### config.mk
export PLATFORM = sky130hd
export DESIGN_NAME = ram_arbiter
export DESIGN_NICKNAME = d
export VERILOG_FILES = /design/src/rtl/ram_arbiter.sv
export SDC_FILE = /design/constraint.sdc
export NUM_CORES = 1
export LEC_CHECK = 0
export BUFFER_PORTS_ARGS = -buffer_cell sky130_fd_sc_hd__buf_2
export CORE_MARGIN = 2
export CORE_UTILIZATION = 52
export CTS_CLUSTER_DIAMETER = 50
export CTS_CLUSTER_SIZE = 12
export DETAILED_ROUTE_END_ITERATION = 10
export HOLD_SLACK_MARGIN = 0.08
export PLACE_DENSITY_LB_ADDON = 0.2
export REMOVE_ABC_BUFFERS = 1
export SYNTH_ARGS = -nofsm -noshare
export SYNTH_HDL_FRONTEND = slang
export SYNTH_SLANG_ARGS = --single-unit
### constraint.sdc
create_clock -name clk -period 2.76 [get_ports clk]
set_input_delay 0.138 -clock clk [delete_from_list [all_inputs] [get_ports clk]]
set_output_delay 0.138 -clock clk [all_outputs]
set_load 0.02 [all_outputs]
### src/rtl/ram_arbiter.sv
`default_nettype none
// ============================================================================
// Module      : ram_arbiter
// Description : Two-requester lock arbiter in front of a single-port RAM.
//               A requester opens a lock with an address opcode, owns the RAM
//               until it closes with write-data or a completed read, and is
//               forcibly released after TIMEOUT idle cycles.
// Revision    : 1.0 - initial release
// ============================================================================
module ram_arbiter #(
  parameter int TIMEOUT = 16
) (
  input  logic       clk,
  input  logic       rst_n,
  input  logic       req0_valid,
  input  logic [9:0] req0_data,
  output logic       req0_ready,
  input  logic       req1_valid,
  input  logic [9:0] req1_data,
  output logic       req1_ready,
  output logic       rsp0_valid,
  output logic [7:0] rsp0_data,
  output logic       rsp1_valid,
  output logic [7:0] rsp1_data,
  output logic [9:0] ram_din,
  output logic       ram_rx_valid,
  input  logic [7:0] ram_dout,
  input  logic       ram_tx_valid,
  output logic       proto_err,
  output logic       timeout_err
);

  typedef enum logic [1:0] {
    S_IDLE    = 2'd0,
    S_OWN     = 2'd1,
    S_WAIT_RD = 2'd2
  } state_t;

  localparam logic [7:0] c_timer_max = 8'(TIMEOUT - 1);

  state_t     r_state;
  logic       r_owner;
  logic       r_last_grant;
  logic [7:0] r_timer;

  logic       w_xfer;
  logic       w_xfer_id;
  logic [9:0] w_word;
  logic [1:0] w_op;
  logic       w_opening;
  logic       w_expire;
  logic [7:0] w_timer_next;

  // Ready generation: round-robin on contention in IDLE, owner-only while locked.
  always_comb begin
    req0_ready = 1'b0;
    req1_ready = 1'b0;
    case (r_state)
      S_IDLE: begin
        req0_ready = req0_valid & (~req1_valid | r_last_grant);
        req1_ready = req1_valid & (~req0_valid | ~r_last_grant);
      end
      S_OWN: begin
        req0_ready = ~r_owner;
        req1_ready = r_owner;
      end
      default: begin
        req0_ready = 1'b0;
        req1_ready = 1'b0;
      end
    endcase
  end

  // At most one ready is high, so the transfer source is unambiguous.
  assign w_xfer       = (req0_valid & req0_ready) | (req1_valid & req1_ready);
  assign w_xfer_id    = req1_valid & req1_ready;
  assign w_word       = w_xfer_id ? req1_data : req0_data;
  assign w_op         = w_word[9:8];
  assign w_opening    = ~w_op[0];
  assign w_expire     = (r_timer == c_timer_max);
  // Timer holds at its ceiling rather than wrapping back to zero.
  assign w_timer_next = w_expire ? r_timer : r_timer + 8'd1;

  // Lock FSM with registered RAM command, response and error outputs.
  always_ff @(posedge clk or negedge rst_n) begin
    if (!rst_n) begin
      r_state      <= S_IDLE;
      r_owner      <= 1'b0;
      r_last_grant <= 1'b1;
      r_timer      <= 8'd0;
      ram_din      <= 10'd0;
      ram_rx_valid <= 1'b0;
      rsp0_valid   <= 1'b0;
      rsp0_data    <= 8'd0;
      rsp1_valid   <= 1'b0;
      rsp1_data    <= 8'd0;
      proto_err    <= 1'b0;
      timeout_err  <= 1'b0;
    end else begin
      ram_rx_valid <= 1'b0;
      rsp0_valid   <= 1'b0;
      rsp1_valid   <= 1'b0;
      proto_err    <= 1'b0;
      timeout_err  <= 1'b0;
      case (r_state)
        S_IDLE: begin
          if (w_xfer) begin
            if (w_opening) begin
              ram_din      <= w_word;
              ram_rx_valid <= 1'b1;
              r_owner      <= w_xfer_id;
              r_last_grant <= w_xfer_id;
              r_timer      <= 8'd0;
              r_state      <= S_OWN;
            end else begin
              // Data opcode without an open lock: swallow it and flag.
              proto_err <= 1'b1;
            end
          end
        end
        S_OWN: begin
          if (w_xfer) begin
            ram_din      <= w_word;
            ram_rx_valid <= 1'b1;
            r_timer      <= 8'd0;
            case (w_op)
              2'b01:   r_state <= S_IDLE;
              2'b11:   r_state <= S_WAIT_RD;
              default: r_state <= S_OWN;
            endcase
          end else if (w_expire) begin
            r_state     <= S_IDLE;
            timeout_err <= 1'b1;
          end else begin
            r_timer <= w_timer_next;
          end
        end
        S_WAIT_RD: begin
          // A response arriving on the expiry cycle still completes the read.
          if (ram_tx_valid) begin
            if (r_owner) begin
              rsp1_valid <= 1'b1;
              rsp1_data  <= ram_dout;
            end else begin
              rsp0_valid <= 1'b1;
              rsp0_data  <= ram_dout;
            end
            r_state <= S_IDLE;
          end else if (w_expire) begin
            r_state     <= S_IDLE;
            timeout_err <= 1'b1;
          end else begin
            r_timer <= w_timer_next;
          end
        end
        default: r_state <= S_IDLE;
      endcase
    end
  end

endmodule
`default_nettype wire

Word level (Yosys, flattened, before mapping)
Cells that the tools add are included.
{"block": "word_totals", "in_bits": 33, "regBits": 43}
{"block": "classes", "add_sub_neg": 1, "n_eq_ne": 9, "reduce_logical": 9, "bitwise": 12, "mux": 37}
{"cell": "$mux W10", "n": 4}
{"cell": "$mux W8", "n": 5}
{"cell": "$pmux W8 S3", "n": 1}
{"cell": "$pmux W10 S2", "n": 1}
{"cell": "$mux W1", "n": 15}
{"cell": "$mux W2", "n": 5}
{"cell": "$reduce_and A3 Y1", "n": 3}
{"cell": "$add A8 B1 Y8 const B", "n": 1}
{"cell": "$eq A8 B4 Y1 const B", "n": 1}
{"cell": "$ne A2 B2 Y1 const B", "n": 4}
{"cell": "$pmux W1 S2", "n": 4}
{"cell": "$reduce_and A4 Y1", "n": 2}
{"cell": "$pmux W2 S3", "n": 1}
{"cell": "$not A1 Y1", "n": 5}
{"cell": "$and A1 B1 Y1", "n": 4}
{"cell": "$eq A2 B1 Y1 const B", "n": 2}
{"cell": "$eq A2 B2 Y1 const B", "n": 2}
{"cell": "$pmux W2 S2", "n": 1}
{"cell": "$or A1 B1 Y1", "n": 3}
{"cell": "$reduce_bool A3 Y1", "n": 1}
{"cell": "$logic_not A2 Y1", "n": 1}
{"cell": "$reduce_and A2 Y1", "n": 1}
{"cell": "$reduce_bool A2 Y1", "n": 1}

Depth between registers and ports, before layout
Gate-level depths: netlist (run 1).
{"block": "logic_depth", "depth_word": 10, "mapped_depth": 8, "mapped_depth_nobuf": 7}

Least setup slack after synthesis (run 1)
Ideal clock, no wire load.
{"block": "synth_path", "kind": "reg-to-reg", "from": "register r_state[0]", "to": "register r_timer[5]", "path_stages_with_launch": 9, "slack_ns": 0.609, "t_arrival_ns": 2.025, "setup_time_ns": 0.126, "path_buffers": 1, "required_time_ns": 2.634, "cell_sequence": "dfrtp_1 inv_1 ha_1 buf_6 a21boi_2 o21ai_4 a31oi_4 or3_4 a221o_1"}
{"block": "synth_via", "elab_chain_cells": 6, "word_cells_on_any_way": 16, "cone_classes": "eq/ne: 5; mux: 5; bitwise: 3; reduce/logical: 3"}
{"element": "start: declaration", "line_no": "41", "text": "state_t r_state;"}
{"element": "start signal: assignment", "line_no": "87", "text": "r_state <= S_IDLE;"}
{"element": "start signal: assignment", "line_no": "114", "text": "r_state <= S_OWN;"}
{"element": "start signal: assignment", "line_no": "127", "text": "2'b01: r_state <= S_IDLE;"}
{"element": "$eq A2 B1 Y1 or $logic_not A2 Y1 (tied branches)", "line_no": "58, 105"}
{"element": "$pmux W1 S2", "line_no": "58", "text": "case (r_state)"}
{"element": "$and A1 B1 Y1, on equally long branches", "line_no": "75, 76"}
{"element": "$or A1 B1 Y1 or $mux W10 (tied branches)", "line_no": "75, 77"}
{"element": "$mux W8 or $ne A2 B2 Y1 (tied branches)"}
{"element": "$pmux W8 S3 or $reduce_and A4 Y1 (tied branches)"}
{"element": "end signal: assignment", "line_no": "135", "text": "r_timer <= w_timer_next;"}
{"element": "end signal: assignment", "line_no": "153", "text": "r_timer <= w_timer_next;"}
{"element": "end: declaration", "line_no": "44", "text": "logic [7:0] r_timer;"}
Parallel ways exist; a longest one is shown, timed or not.
A chain may end at the register's enable or synchronous reset.

Worst setup path in the final report (run 1)
{"block": "layout_path", "from": "register r_state[1]", "to": "register r_timer[5]"}
The elaborated chain is that of the path after synthesis.

==> impl_metrics.json, run 1 <==
{
  "hold_viol": 0,
  "cts_tree": "done",
  "irDropWorstVdd_uv": 695,
  "total_power_uw": 3220,
  "place.detailed.instances": 306,
  "dieArea_um2": 4920,
  "die_height_um": 70.2,
  "sw_frac_of_total_pct": 44.6,
  "status": "finished clean",
  "async_reset_ff_share_pct": 100,
  "crit_chain": "inv_1, ha_1, inv_1, a211oi_1, o311ai_1, nor4_2, a221o_1",
  "die_w_um": 70.2,
  "intPower_uw": 1790,
  "vias_per_cell": 5.64,
  "setup_violations": 0,
  "ctsRootBufferMaster": "clkbuf_8",
  "fillCellCount": 336,
  "layout_common_cells": "buf_2, dfrtp_1, mux2_2",
  "min-delay-start": "req1_data[6]",
  "antenna_found_initial": 0,
  "gp_congestion": 0.819,
  "fin_area_um2": 2800,
  "postRouteAntennaNets": 0,
  "finalNonFillerCells": 323,
  "core_um2": 4290,
  "grt_max_degree": 44,
  "slew_viol_final": 0,
  "skew_ns": 0.0122,
  "worstMarginPinSlew_ns": 0.915,
  "p_comb_share_pct": 56.2,
  "crit_type": "reg2reg",
  "drc_errors": 0,
  "cts_made_buffers": 5,
  "yosysWarnings": 0,
  "nNetsFinal": 309,
  "cts.sinks": 43,
  "path_clk_slew_ns": 0.09,
  "netlist_area_um2": 2280,
  "clockPowerShare_pct": 13.2,
  "postCtsSetupBuffers": 0,
  "power_switching_uw": 1440,
  "holdPathStages": 3,
  "row_count": 24,
  "slew-limit-headroom_pct": 39.0,
  "grt_pass1_vias": 1767,
  "worstSetupStartpointType": "flop",
  "placedInstanceArea_um2": 2620,
  "r2r-end": "r_timer[5]",
  "critical-path-slowest-cell": "nor4_2",
  "p_leak_uw": 0.00139,
  "clk_latency_ns": 0.31,
  "drive_above_1_share_pct": 40.6,
  "cts.path.max_buffers": 2,
  "post-route-util_pct": 65.2,
  "cp.required_ns": 3.00,
  "hold_path_class": "in2reg",
  "cp_common_cell": "inv_1",
  "synth_area_per_cell_um2": 11.7,
  "hold_end": "ram_din[6]",
  "powerDensity_nw_per_um2": 1150,
  "end_kind": "flop",
  "tns_ns": 0,
  "htreeDepth": 2,
  "grt.overflow.total": 0,
  "final_common_cell": "buf_2",
  "grt_pass1_wl_um": 8140,
  "cts_resized": 0,
  "port_buffers": 65,
  "synthCells": 195,
  "slowest_delay_ns": 0.47,
  "drt-pass1-iter-count": 4,
  "cp_data_arrival_time_ns": 2.71,
  "synth_seq_cells": 43,
  "regArea_um2": 1080,
  "max_freq_mhz": 405,
  "worstRegToRegCells": 7,
  "drv_cap": 0,
  "routed_wl_um": 4870,
  "wl_per_cell_um": 15.1,
  "synthToLayoutAreaGrowth_pct": 23.0,
  "rrSetupSlack_ns": 0.29,
  "crit_path_max_fanout": 10,
  "initial_core_util_pct": 53.0,
  "ys_types": 62,
  "vias": 1823,
  "hold_buffers": 8,
  "yosysSeqAreaShare_pct": 47.3,
  "period_minus_slack_ns": 2.47,
  "pin_count": 66,
  "synth-edff-count": 0,
  "antenna_cells": 0,
  "grt_usage_pct": 20.7,
  "timing.rr.start": "r_state[1]",
  "drtIter0Drc": 130,
  "ys.flop_type": "dfrtp_1",
  "multi_input_area_um2": 1100,
  "period_share_pct": 89.5,
  "rsz0062_at_grt": "no",
  "dpl.hpwl_um": 3380,
  "seqPwrFrac_pct": 30.6
}
## worst max-delay path, delay by kind of cell (launching register included)
family,cells,cell delay (ns)
DFF,1,0.41
adders and majority gates,1,0.39
and+or+nand+nor,1,0.47
AOI/OAI and AO/OA,3,0.84
buffers and inverters,2,0.30
## kinds of logic (layout without fill, tap and decap cells)
| logic type | count (synthesis) | count (layout) | share of synthesized area (%) |
|---|---|---|---|
| AO/OA/AOI/OAI | 54 | 54 | 21.4 |
| adder cells (fa/ha/maj) | 6 | 6 | 3.30 |
| buffers and inverters | 18 | 94 | 4.56 |
| flip-flops | 43 | 43 | 47.3 |
| multiplexers | 19 | 19 | 9.89 |
| AND/OR/NAND/NOR | 55 | 55 | 13.5 |
## per-stage QoR
stage | hold WS [ns] | setup slack, ns
after floorplan | -0.158 | 0.565
after global placement | 0.333 | 0.377
after detailed placement | 0.334 | 0.298
after CTS | 0.0856 | 0.292
after global routing | 0.158 | 0.0825
final | 0.162 | 0.291
## power groups by stage
stage	Combinational, uW	Sequential, uW	Clock (uW)
finish	1810	987	424
global route	1970	1010	464
CTS	1810	986	436
detailed placement	1800	996	0
global placement	1770	995	0
floorplan	1080	1210	0
## cell usage after synthesis, drive strengths merged, types with 2 or more instances
cell type | n | area share (%)
inv | 10 | 1.6
o211ai | 3 | 1.2
nor3 | 4 | 0.88
nand3 | 5 | 1.1
o31ai | 3 | 0.99
nand4b | 2 | 0.77
clkbuf | 4 | 1.1
nor2 | 10 | 1.6
a21boi | 2 | 0.99
a2bb2oi | 2 | 0.77
and3 | 4 | 1.2
and2 | 2 | 0.66
o32a | 8 | 3.5
nand2 | 14 | 2.4
nor4 | 4 | 1.4
ha | 6 | 3.3
mux2 | 18 | 8.9
or3 | 2 | 0.77
o2bb2ai | 2 | 0.77
o21a | 9 | 3.0
buf | 4 | 1.8
a221o | 3 | 1.3
nand2b | 2 | 0.55
o21ai | 4 | 1.5
a21o | 3 | 1.1
dfrtp | 42 | 46
## registers in the layout, summed over array words and instances, names as in the netlist
name          flops
rsp0_data         8
rsp1_valid        1
rsp1_data         8
r_owner           1
r_timer           8
proto_err         1
rsp0_valid        1
r_last_grant      1
timeout_err       1
ram_rx_valid      1
ram_din          10
r_state           2
## worst max-delay path by stage
stage          cells after the start  startpoint    endpoint
2_1_floorplan                      7  r_state[0]  r_timer[0]
6_report                           7  r_state[1]  r_timer[5]
5_1_grt                            7  r_state[1]  r_timer[5]
3_5_place_dp                       7  r_state[1]  r_timer[1]
4_1_cts                            7  r_state[1]  r_timer[1]
3_3_place_gp                       7  r_state[1]  r_timer[1]
## layer usage
metal | track usage [%] | vias up | routed length [um]
li1 | - | 892 | -
met1 | 27.8 | 873 | 2230
met2 | 32.8 | 50 | 2320
met3 | 5.63 | 8 | 252
met4 | 6.41 | 0 | 71
met5 | 0 | - | 0
## final cells by class
type / instances / area share (%)
inverters: 10 / 1.34
clock buffers: 5 / 2.46
well taps: 52 / 2.32
flip-flops and latches: 43 / 38.5
repair buffers: 76 / 15.4
clock inverters: 3 / 0.938
multi-input cells: 134 / 39.1
Power figures use the tool's default switching activity.
==> run 2: changes to the inputs <==
ABC_AREA = 1   (was unset)
CORE_ASPECT_RATIO = 0.5   (was unset)
==> run 2 against run 1 <==
Fmax rose by 3.1%. Setup slack improved by 0.074 ns. Non-clock buffer count fell by 10. Utilization fell by 0.37 points. First-iteration DRC count fell by 12%. Critical endpoint is now ram_din[2]. Highest routed layer unchanged.
==> impl_metrics.json, run 2 <==
{
  "dpl.hpwl_um": 4280,
  "yosys-top-cells-area": "dfrtp_1, nand2_1, nand3_1",
  "yosys-top-cells-count": "nand2_1, dfrtp_1, inv_1",
  "synth_seq_cells": 43,
  "tns_ns": 0,
  "ys.flop_type": "dfrtp_1",
  "vias_per_cell": 5.01,
  "r2r-end": "ram_din[2]",
  "core_um2": 4470,
  "cp-startpoint": "r_state[1]",
  "endpoint": "ram_din[2]",
  "top_register": "ram_din",
  "critical-path-slowest-cell": "dfrtp_1",
  "cts.sinks": 43,
  "yosysSeqAreaShare_pct": 44.0,
  "row_count": 17,
  "drc_errors": 0,
  "synth_top_cell_area_share_pct": 42.9,
  "p_leak_uw": 0.00167,
  "timing.rr.start": "r_state[1]",
  "hold_path_class": "in2reg",
  "grt_max_degree": 44,
  "pin_count": 66,
  "cts_tree": "done",
  "skew_ns": 0.00676,
  "fin_area_um2": 2900,
  "synth_top_cell_by_area": "dfrtp_1",
  "irDropWorstVdd_uv": 362,
  "hold_slack_ns": 0.106,
  "cts_resized": 0,
  "yosysWarnings": 0,
  "ctsRootBufferMaster": "clkbuf_8",
  "netlist_area_um2": 2450,
  "drv_cap": 0,
  "hold_viol": 0,
  "port_buffers": 65,
  "status": "finished clean",
  "initial_core_util_pct": 54.8,
  "nNetsFinal": 435,
  "routed_wl_um": 5640,
  "crit_type": "reg2reg",
  "die_w_um": 101,
  "end_kind": "flop",
  "grt_pass1_vias": 2112,
  "worstSetupStartpointType": "flop",
  "setup_violations": 0,
  "antenna_found_initial": 0,
  "placedInstanceArea_um2": 2800,
  "rrSetupSlack_ns": 0.37,
  "synth-edff-count": 0,
  "path_buf_inv": 1,
  "postRouteAntennaNets": 0,
  "crit_chain": "inv_1, ha_1, nand2_1, nand2_2, nand2_2, nand2_1, nand2_1, nand2_1, o21ai_2, nand2_8, nand2_1, nand2_1",
  "drive_above_1_share_pct": 22.7,
  "synth_area_per_cell_um2": 7.42,
  "cp_data_arrival_time_ns": 2.58,
  "clk_latency_ns": 0.30,
  "period_share_pct": 86.8,
  "crit_path_max_fanout": 20,
  "synthCells": 330,
  "dieArea_um2": 5310,
  "drt-pass1-iter-count": 4,
  "cpLargestDelayFamily": "simple AND/OR/NAND/NOR gates",
  "gp_congestion": 0.918,
  "worst-path-stages": 12,
  "final_common_cell": "nand2_1",
  "slew_viol_final": 0,
  "async_reset_ff_share_pct": 100,
  "max_freq_mhz": 418,
  "largest_reg_flops": 10,
  "worstRegToRegCells": 12,
  "dp_slack_ns": 0.386,
  "layout_common_cells": "nand2_1, buf_2, dfrtp_1",
  "powerDensity_nw_per_um2": 1030,
  "setup_slack_ns": 0.365,
  "drtIter0Drc": 115,
  "wl_per_cell_um": 12.4,
  "slew-limit-headroom_pct": 35.8,
  "grt_usage_pct": 22.5,
  "period_minus_slack_ns": 2.39,
  "yosysMostFrequentCell": "nand2_1",
  "finalNonFillerCells": 454,
  "worstMarginPinSlew_ns": 0.962,
  "cp.required_ns": 2.95,
  "die_height_um": 52.5,
  "place.detailed.instances": 445,
  "ys_types": 32,
  "slowest_delay_ns": 0.40,
  "synthToLayoutAreaGrowth_pct": 18.3,
  "grt.overflow.total": 0,
  "htreeDepth": 2,
  "path_clk_slew_ns": 0.08,
  "vias": 2276,
  "grt_pass1_wl_um": 9270,
  "cts.path.max_buffers": 2,
  "fillCellCount": 384,
  "rsz0062_at_grt": "no",
  "cp_common_cell": "nand2_1",
  "cts_made_buffers": 5,
  "antenna_cells": 0
}
## run 2: worst reg2reg max path: cells and delay by family, from the launching register on
family	cells	cell delay, ns
AND/OR/NAND/NOR	9	1.20
flip-flops	1	0.40
adder cells (fa/ha/maj)	1	0.36
AO/OA/AOI/OAI	1	0.23
buffers and inverters	1	0.11
## run 2: cell families (layout without fill, tap and decap cells)
group | Yosys count | after routing | synth area share [%]
simple gates | 210 | 210 | 38.6
flops | 43 | 43 | 44.0
buf+inv | 43 | 110 | 7.61
compound gates | 26 | 26 | 6.03
fa+ha+maj | 6 | 6 | 3.06
xor+xnor | 2 | 2 | 0.715
## run 2: routing by layer
layer / wire length, um / global-route usage [%]
met5: 0 / 0
met4: 41 / 5.86
met3: 334 / 5.47
met2: 2670 / 39.3
met1: 2590 / 28.4
## run 2: how the worst min path moves through the flow
stage	start	endpoint	depth (start not counted)
5_1_grt	ram_dout[6]	rsp1_data[6]	3
6_report	ram_dout[4]	rsp1_data[4]	3
4_1_cts	ram_dout[4]	rsp0_data[4]	3
3_5_place_dp	rst_n	timeout_err	1
3_3_place_gp	rst_n	r_timer[4]	1
2_1_floorplan	rst_n	proto_err	0
## run 2: area by class of cell
class	instances	area, um^2	area share, %
Multi-Input combinational cell	244	1190	40.9
Clock inverter	2	12.5	0.432
Inverter	36	143	4.92
Sequential cell	43	1080	37.2
Clock buffer	6	72.6	2.50
Timing Repair Buffer	66	335	11.6
Tap cell	57	71.3	2.46
## run 2: report_power, final
group | total, uW | internal (uW) | switching [uW]
logic | 1640 | 509 | 1130
clock network | 399 | 177 | 222
registers | 954 | 840 | 114
total | 2990 | 1530 | 1470
## run 2: what timing repair did
action,4_1_cts,5_1_grt
endpoints found under the hold margin,42,0
setup buffers,0,0
hold buffers,1,0
## run 2: through the flow
| step | total power (uW) | util, % |
|---|---|---|
| floorplan | 2150 | - |
| global placement | 2560 | 62.7 |
| detailed placement | 2610 | 62.7 |
| CTS | 3010 | 64.9 |
| global route | 3250 | 64.9 |
| finish | 2990 | 64.9 |
